**src/rtl/descramble.sv**
```systemverilog
// descramble: x^11+x^9+1 idle-locked descrambler.
// Acquires lock from all-ones idle and drops it when idle runs stop.
module descramble #(
    parameter int LOCK_IDLES = 30,
    parameter int IDLE_RUN   = 29,
    parameter int LOCK_TIME  = 90000
) (
    input  logic clk,
    input  logic rst_n,
    input  logic scrambled,
    input  logic valid,
    output logic descrambled,
    output logic descrambled_valid,
    output logic locked
);

    localparam int MW = $clog2(LOCK_IDLES + 1);
    localparam int RW = $clog2(IDLE_RUN + 1);
    localparam int TW = $clog2(LOCK_TIME + 1);

    localparam logic [MW-1:0] MATCH_MAX = MW'(LOCK_IDLES);
    localparam logic [RW-1:0] RUN_MAX   = RW'(IDLE_RUN);
    localparam logic [TW-1:0] TIME_MAX  = TW'(LOCK_TIME);

    typedef enum logic {
        UNLOCKED,
        LOCKED
    } state_t;

    state_t        state;
    logic [10:0]   lfsr;
    logic [MW-1:0] match_cnt;
    logic [RW-1:0] run_cnt;
    logic [TW-1:0] lock_tmr;

    logic          pred;
    logic          out_bit;
    logic          match;
    logic          out_en;
    logic [MW-1:0] match_inc;
    logic [RW-1:0] run_nxt;
    logic [TW-1:0] tmr_inc;
    logic          restart;
    logic          expire;

    always_comb begin
        pred    = lfsr[8] ^ lfsr[10];
        out_bit = scrambled ^ pred;
        out_en  = valid && (state == LOCKED);
        // a zero LFSR predicts zero forever, so it must never count
        match   = ((~scrambled) == pred) && (lfsr != '0);

        if (match_cnt >= MATCH_MAX) begin
            match_inc = match_cnt;
        end else begin
            match_inc = match_cnt + MW'(1);
        end

        if (!out_bit) begin
            run_nxt = '0;
        end else if (run_cnt >= RUN_MAX) begin
            run_nxt = run_cnt;
        end else begin
            run_nxt = run_cnt + RW'(1);
        end

        if (lock_tmr >= TIME_MAX) begin
            tmr_inc = lock_tmr;
        end else begin
            tmr_inc = lock_tmr + TW'(1);
        end

        restart = (run_nxt == RUN_MAX);
        expire  = (tmr_inc == TIME_MAX);
    end

    always_ff @(posedge clk or negedge rst_n) begin
        if (!rst_n) begin
            state             <= UNLOCKED;
            lfsr              <= '0;
            match_cnt         <= '0;
            run_cnt           <= '0;
            lock_tmr          <= '0;
            descrambled       <= 1'b0;
            descrambled_valid <= 1'b0;
            locked            <= 1'b0;
        end else begin
            descrambled_valid <= out_en;
            descrambled       <= out_en && out_bit;
            if (valid) begin
                unique case (state)
                    UNLOCKED: begin
                        lfsr <= {lfsr[9:0], ~scrambled};
                        if (!match) begin
                            match_cnt <= '0;
                        end else if (match_inc == MATCH_MAX) begin
                            state     <= LOCKED;
                            locked    <= 1'b1;
                            match_cnt <= '0;
                            run_cnt   <= '0;
                            lock_tmr  <= '0;
                        end else begin
                            match_cnt <= match_inc;
                        end
                    end
                    LOCKED: begin
                        lfsr <= {lfsr[9:0], pred};
                        // an idle run on the expiry bit still keeps lock
                        if (restart) begin
                            run_cnt  <= '0;
                            lock_tmr <= '0;
                        end else if (expire) begin
                            state     <= UNLOCKED;
                            locked    <= 1'b0;
                            match_cnt <= '0;
                            run_cnt   <= '0;
                            lock_tmr  <= '0;
                        end else begin
                            run_cnt  <= run_nxt;
                            lock_tmr <= tmr_inc;
                        end
                    end
                    default: begin
                        state <= UNLOCKED;
                    end
                endcase
            end
        end
    end

endmodule

```
**config.mk**
```make
export PLATFORM = sky130hd
export DESIGN_NAME = descramble
export DESIGN_NICKNAME = d
export VERILOG_FILES = /design/src/rtl/descramble.sv
export SDC_FILE = /design/constraint.sdc
export NUM_CORES = 1
export LEC_CHECK = 0
export ABC_AREA = 1
export BUFFER_PORTS_ARGS = -buffer_cell sky130_fd_sc_hd__buf_2
export CORE_UTILIZATION = 35
export DETAILED_ROUTE_END_ITERATION = 8
export MAX_ROUTING_LAYER = met4
export SETUP_SLACK_MARGIN = 0.1
export SYNTH_ARGS = -nofsm -noshare
export SYNTH_HDL_FRONTEND = slang
export SYNTH_SLANG_ARGS = --single-unit
```
**constraint.sdc**
```tcl
create_clock -name clk -period 5.8 [get_ports clk]
set_clock_uncertainty 0.1 [all_clocks]
set_input_delay 0.58 -clock clk [delete_from_list [all_inputs] [get_ports clk]]
set_output_delay 0.58 -clock clk [all_outputs]
set_load 0.1 [all_outputs]
```
==> results.yml, run 1 <==
synth:
  ys_seq_area_frac: 0.367
  postSynthAreaPerCell_um2: 7.01
  synth_nets: 419
  synthCells: 409
  ys_warn_count: 0
  synth.distinct_cells: 32
  synthesis.area_um2: 2870
  ys_ff_latch: 42
die:
  initial_core_util: 0.367
  die_h_um: 92.5
  io-pin-count: 7
  num_rows: 32
  dieArea_um2: 8560
  fp.dieW_um: 92.5
  core_area_um2: 7810
route:
  wirelength_mm: 6.54
  firstDrtPassIters: 5
  ant_nets: 0
  viasPerCell: 5.02
  vias: 2570
  wl_per_cell_um: 12.8
  post-route-drc-count: 0
  drtIter0Drc: 178
placement:
  port_buffers: 6
  dp.cells: 505
  gp_congestion: 0.839
  dp_hpwl_mm: 4.60
cts:
  cts_tree: "built"
  cts_buffer_depth: 2
  htreeDepth: 2
  cts_setup_buffers: 0
  post_cts_resized: 0
  cts_hold_buf: 0
  clock_latency_ns: 0.30
  cts_root_buf: "clkbuf_8"
  numCtsBuffers: 5
  clkSinkCount: 42
  clkSlewWorstSetupHoldPaths_ns: 0.09
timing:
  finalSetupViolCount: 0
  fmax_mhz: 304
  min_period_ns: 3.29
  hold_viol: 0
  tns_ns: 0
  holdWs_ns: 0.340
  drv_slew: 0
  slew_headroom: 0.288
  worst_pin_slew_ns: 1.07
  rsz0062_at_grt: "no"
  period_share: 0.567
grt:
  grt_pass1_wl_mm: 11.4
  grt_start_max_net_pins: 43
  antenna_found_initial: 0
  globalRouteMet2Util: 0.270
  grtUsageMet3: 0.0353
  grt_use_total: 0.170
  top_usage_layer: "met2"
  grt_use_met1: 0.221
  grt_pass1_vias: 2444
  grt-ovfl-total: 0
run:
  drv_cap: 0
layout:
  fin_cells: 512
  nNetsFinal: 420
  syn_to_final_growth_pct: 6.02
  diodes: 0
  final.fill_count: 827
  drive_gt1_frac: 0.0927
  layout_common_cells: "145 x nand2_1, 42 x dfrtp_1, 38 x nor2_1, 33 x inv_1, 26 x nand3_1"
  final_common_cell: "nand2_1"
setup_path:
  r2r_start: "match_cnt[0]"
  start_kind: "register"
  path_buf_inv: 2
  cp-startpoint: "match_cnt[0]"
  critPathKind: "register to register"
  crit_top_cell: "nand2_1"
  crit_path_max_incr_delay_ns: 0.81
  r2r-end: "locked"
  reg2reg_depth: 12
  critical-path-top-delay-family: "simple AND/OR/NAND/NOR gates"
  required_ns: 5.88
  end_kind: "register"
  cp.arrival_ns: 3.37
  cp_slowest_cell: "nand2_1"
  critical_path_peak_fanout: 33
  cp_cell_sequence: "inv_1 > ha_1 > nor2_1 > nor2_2 > o21ai_0 > nand2_1 > nor2_1 > nand4_1 > nand2_1 > inv_1 > o21ai_0 > nand2_1"
  reg2reg_slack_ns: 2.51
hold_path:
  min_path_type: "input port to async pin"
run_status:
  status: "finished clean"
power:
  p_leak_nw: 1.43
  power.density_nw_per_um2: 340
  peakVddDrop_mv: 0.187
[worst register-to-register path, cell delays in order (launching register included)]
cell,delay [ns]
dfrtp_1,0.43
inv_1,0.07
ha_1,0.19
nor2_1,0.11
nor2_2,0.07
o21ai_0,0.23
nand2_1,0.08
nor2_1,0.18
nand4_1,0.15
nand2_1,0.81
inv_1,0.42
o21ai_0,0.27
nand2_1,0.07
[registers in the layout, summed over array words and instances, names as in the netlist]
| signal | cells |
|---|---|
| run_cnt | 5 |
| lfsr | 11 |
| state | 1 |
| locked | 1 |
| descrambled_valid | 1 |
| match_cnt | 5 |
| lock_tmr | 17 |
| descrambled | 1 |
[power breakdown]
| group | switching, W | internal, W | total [W] |
|---|---|---|---|
| sequential | 0.0000848 | 0.000362 | 0.000447 |
| clock | 0.000105 | 0.0000823 | 0.000187 |
| combinational | 0.000259 | 0.000139 | 0.000398 |
| total | 0.000449 | 0.000583 | 0.00103 |
[worst max-delay path by stage]
stage / endpoint / depth (start not counted)
floorplan: match_cnt[1] / 15
global placement: locked / 12
detailed placement: locked / 12
CTS: locked / 12
global route: locked / 12
finish: locked / 12
[logic make-up after synthesis]
family / Yosys count / share of synthesized area
buffers and inverters: 50 / 0.0738
and+or+nand+nor: 257 / 0.410
xor gates and xnor gates: 14 / 0.0428
adders and majority gates: 6 / 0.0262
AOI/OAI and AO/OA: 40 / 0.0808
DFF: 42 / 0.367
[cells in the mapped netlist (all sizes together)]
cell / instances / area [um2]
a21oi: 5 / 28.8
a22oi: 1 / 7.51
and2: 1 / 6.26
buf: 10 / 61.3
clkbuf: 2 / 7.51
clkinv: 1 / 3.75
dfrtp: 42 / 1050
ha: 6 / 75.1
inv: 37 / 139
nand2: 154 / 621
nand3: 28 / 150
nand3b: 1 / 20.0
nand4: 22 / 138
nor2: 45 / 206
nor3: 4 / 20.0
nor3b: 1 / 7.51
nor4: 1 / 6.26
o21ai: 24 / 120
o21bai: 1 / 18.8
o22ai: 9 / 56.3
xnor2: 3 / 26.3
xor2: 11 / 96.3
[layer usage]
metal	part of all wire	vias to the layer above	wire length [um]
met1	0.48	1193	3130
met2	0.46	50	3010
li1	-	1321	-
met3	0.052	6	338
met5	0	-	0
met4	0.0098	0	64
[through the flow]
stage | cell area [um2] | utilization | setup WS [ns] | total power (W)
detailed placement | 2960 | 0.379 | 2.56 | 0.000845
global route | 3040 | 0.389 | 2.26 | 0.00112
floorplan | 2870 | - | 3.74 | 0.000762
finish | 3040 | 0.389 | 2.51 | 0.00103
global placement | 2960 | 0.379 | 2.70 | 0.000836
CTS | 3040 | 0.389 | 2.51 | 0.00104
[final cells by class]
| class | instances | area [um2] | area share |
|---|---|---|---|
| clock buffer | 5 | 68.8 | 0.0226 |
| clock inverter | 2 | 15.0 | 0.00494 |
| inverter | 38 | 143 | 0.0469 |
| multi-input combinational | 317 | 1600 | 0.528 |
| sequential | 42 | 1050 | 0.346 |
| tap | 102 | 128 | 0.0420 |
| timing repair buffer | 6 | 30.0 | 0.00988 |
(Power assumes the default switching activity.)
==> run 2, diff against run 1 <==
==> constraint.sdc (replaced) <==
create_clock -name clk -period 2.8 [get_ports clk]
set_clock_uncertainty 0.1 [all_clocks]
set_input_delay 0.28 -clock clk [delete_from_list [all_inputs] [get_ports clk]]
set_output_delay 0.28 -clock clk [all_outputs]
set_load 0.1 [all_outputs]
==> results.yml, run 2 (synthesis results as in run 1) <==
route:
  post-route-drc-count: 0
  drtIter0Drc: 131
  wirelength_mm: 6.47
  wl_per_cell_um: 12.5
  vias: 2598
  ant_nets: 0
  viasPerCell: 5.02
  firstDrtPassIters: 5
layout:
  final-seq-area_um2: 1050
  syn_to_final_growth_pct: 7.64
  utilization: 0.395
  diodes: 0
  reg.largest.list: "lock_tmr (17), lfsr (11)"
  final_common_cell: "nand2_1"
  nNetsFinal: 425
  regMostFlops: "lock_tmr"
  drive_gt1_frac: 0.106
  final.fill_count: 817
  largest_register_ffs: 17
  multi_input_area_um2: 1610
  layout_common_cells: "144 x nand2_1, 42 x dfrtp_1, 38 x nor2_1, 33 x inv_1, 26 x nand3_1"
cts:
  numCtsBuffers: 5
  clkSlewWorstSetupHoldPaths_ns: 0.09
  htreeDepth: 2
  cts_root_buf: "clkbuf_8"
  clkSinkCount: 42
  cts_tree: "built"
  clock_latency_ns: 0.30
  cts_buffer_depth: 2
setup_path:
  r2r-end: "lock_tmr[8]"
  reg2reg_slack_ns: 0.34
  critical_path_peak_fanout: 28
  start_kind: "register"
  end_kind: "register"
  cp-startpoint: "match_cnt[0]"
  r2r_start: "match_cnt[0]"
  required_ns: 2.91
  cp.arrival_ns: 2.57
  critPathKind: "register to register"
  reg2reg_depth: 12
timing:
  min_period_ns: 2.46
  slew_headroom: 0.355
  finalSetupViolCount: 0
  fmax_mhz: 407
  rsz0062_at_grt: "no"
  worst_pin_slew_ns: 0.967
  drv_slew: 0
  hold_viol: 0
  tns_ns: 0
  finalWorstSetupSlack_ns: 0.341
  period_share: 0.878
die:
  num_rows: 32
  die_h_um: 92.5
  fp.dieW_um: 92.5
  io-pin-count: 7
  dieArea_um2: 8560
  core_area_um2: 7810
  initial_core_util: 0.367
grt:
  grt_use_total: 0.169
  grt_pass1_wl_mm: 11.2
  grt_pass1_vias: 2461
  grt_start_max_net_pins: 43
  grt-ovfl-total: 0
  antenna_found_initial: 0
placement:
  place_ws_ns: 0.257
  dp_hpwl_mm: 4.76
  gp_congestion: 0.859
  port_buffers: 6
run:
  drv_cap: 0
power:
  p_leak_nw: 1.47
  power.density_nw_per_um2: 700
  peakVddDrop_mv: 0.362
hold_path:
  min_path_type: "input port to async pin"
run_status:
  status: "finished clean"
## run 2: layout make-up
cell class                 instances  area share
clock buffer                       6      0.0235
multi-input combinational        317       0.521
sequential                        42       0.341
inverter                          38      0.0462
clock inverter                     2     0.00446
timing repair buffer              11      0.0231
tap                              102      0.0414
## run 2: per-layer routing
metal | wire length (um) | track usage | vias up
li1 | - | - | 1334
met1 | 3270 | 0.224 | 1215
met2 | 2950 | 0.267 | 46
met3 | 233 | 0.0287 | 3
met4 | 20 | 0.0443 | 0
met5 | 0 | - | -
## run 2: power breakdown
part	internal, W	switching, W
sequential	0.000750	0.000174
combinational	0.000298	0.000539
clock	0.000176	0.000224
total	0.00122	0.000937
## run 2: worst max path at each step
stage	slack, ns	end	cells after the start
2_1_floorplan	0.74	match_cnt[1]	15
3_3_place_gp	0.27	lock_tmr[4]	12
3_5_place_dp	0.26	lock_tmr[8]	12
4_1_cts	0.23	lock_tmr[8]	12
5_1_grt	0.12	lock_tmr[8]	12
6_report	0.34	lock_tmr[8]	12
## run 2: worst max-delay path, stage by stage, from the launching register on
cell and delay [ns]:
dfrtp_1 0.43, inv_1 0.07, ha_1 0.19, nor2_1 0.10, nor2_2 0.07, o21ai_0 0.22, nand2_1 0.09, nor2_1 0.21
nand4_1 0.18, nand2_2 0.17, buf_6 0.24, nand4_1 0.12, o22ai_1 0.17
## run 2: through the flow
step | area [um2] | hold WS [ns] | cells | power (W)
after global placement | 2990 | 0.394 | 510 | 0.00175
after floorplan | 2870 | -0.116 | 409 | 0.00158
after CTS | 3080 | 0.0783 | 518 | 0.00217
final | 3090 | 0.0370 | 518 | 0.00216
after detailed placement | 2990 | 0.391 | 510 | 0.00177
after global routing | 3090 | 0.142 | 518 | 0.00234
## run 2: repair_timing
| action | 4_1_cts | 5_1_grt |
|---|---|---|
| setup buffers | 0 | 0 |
| gates resized for setup | 0 | 2 |
| hold buffers | 0 | 0 |
| endpoints found under the hold margin | 0 | 0 |
| endpoints found under the setup margin | 0 | 10 |
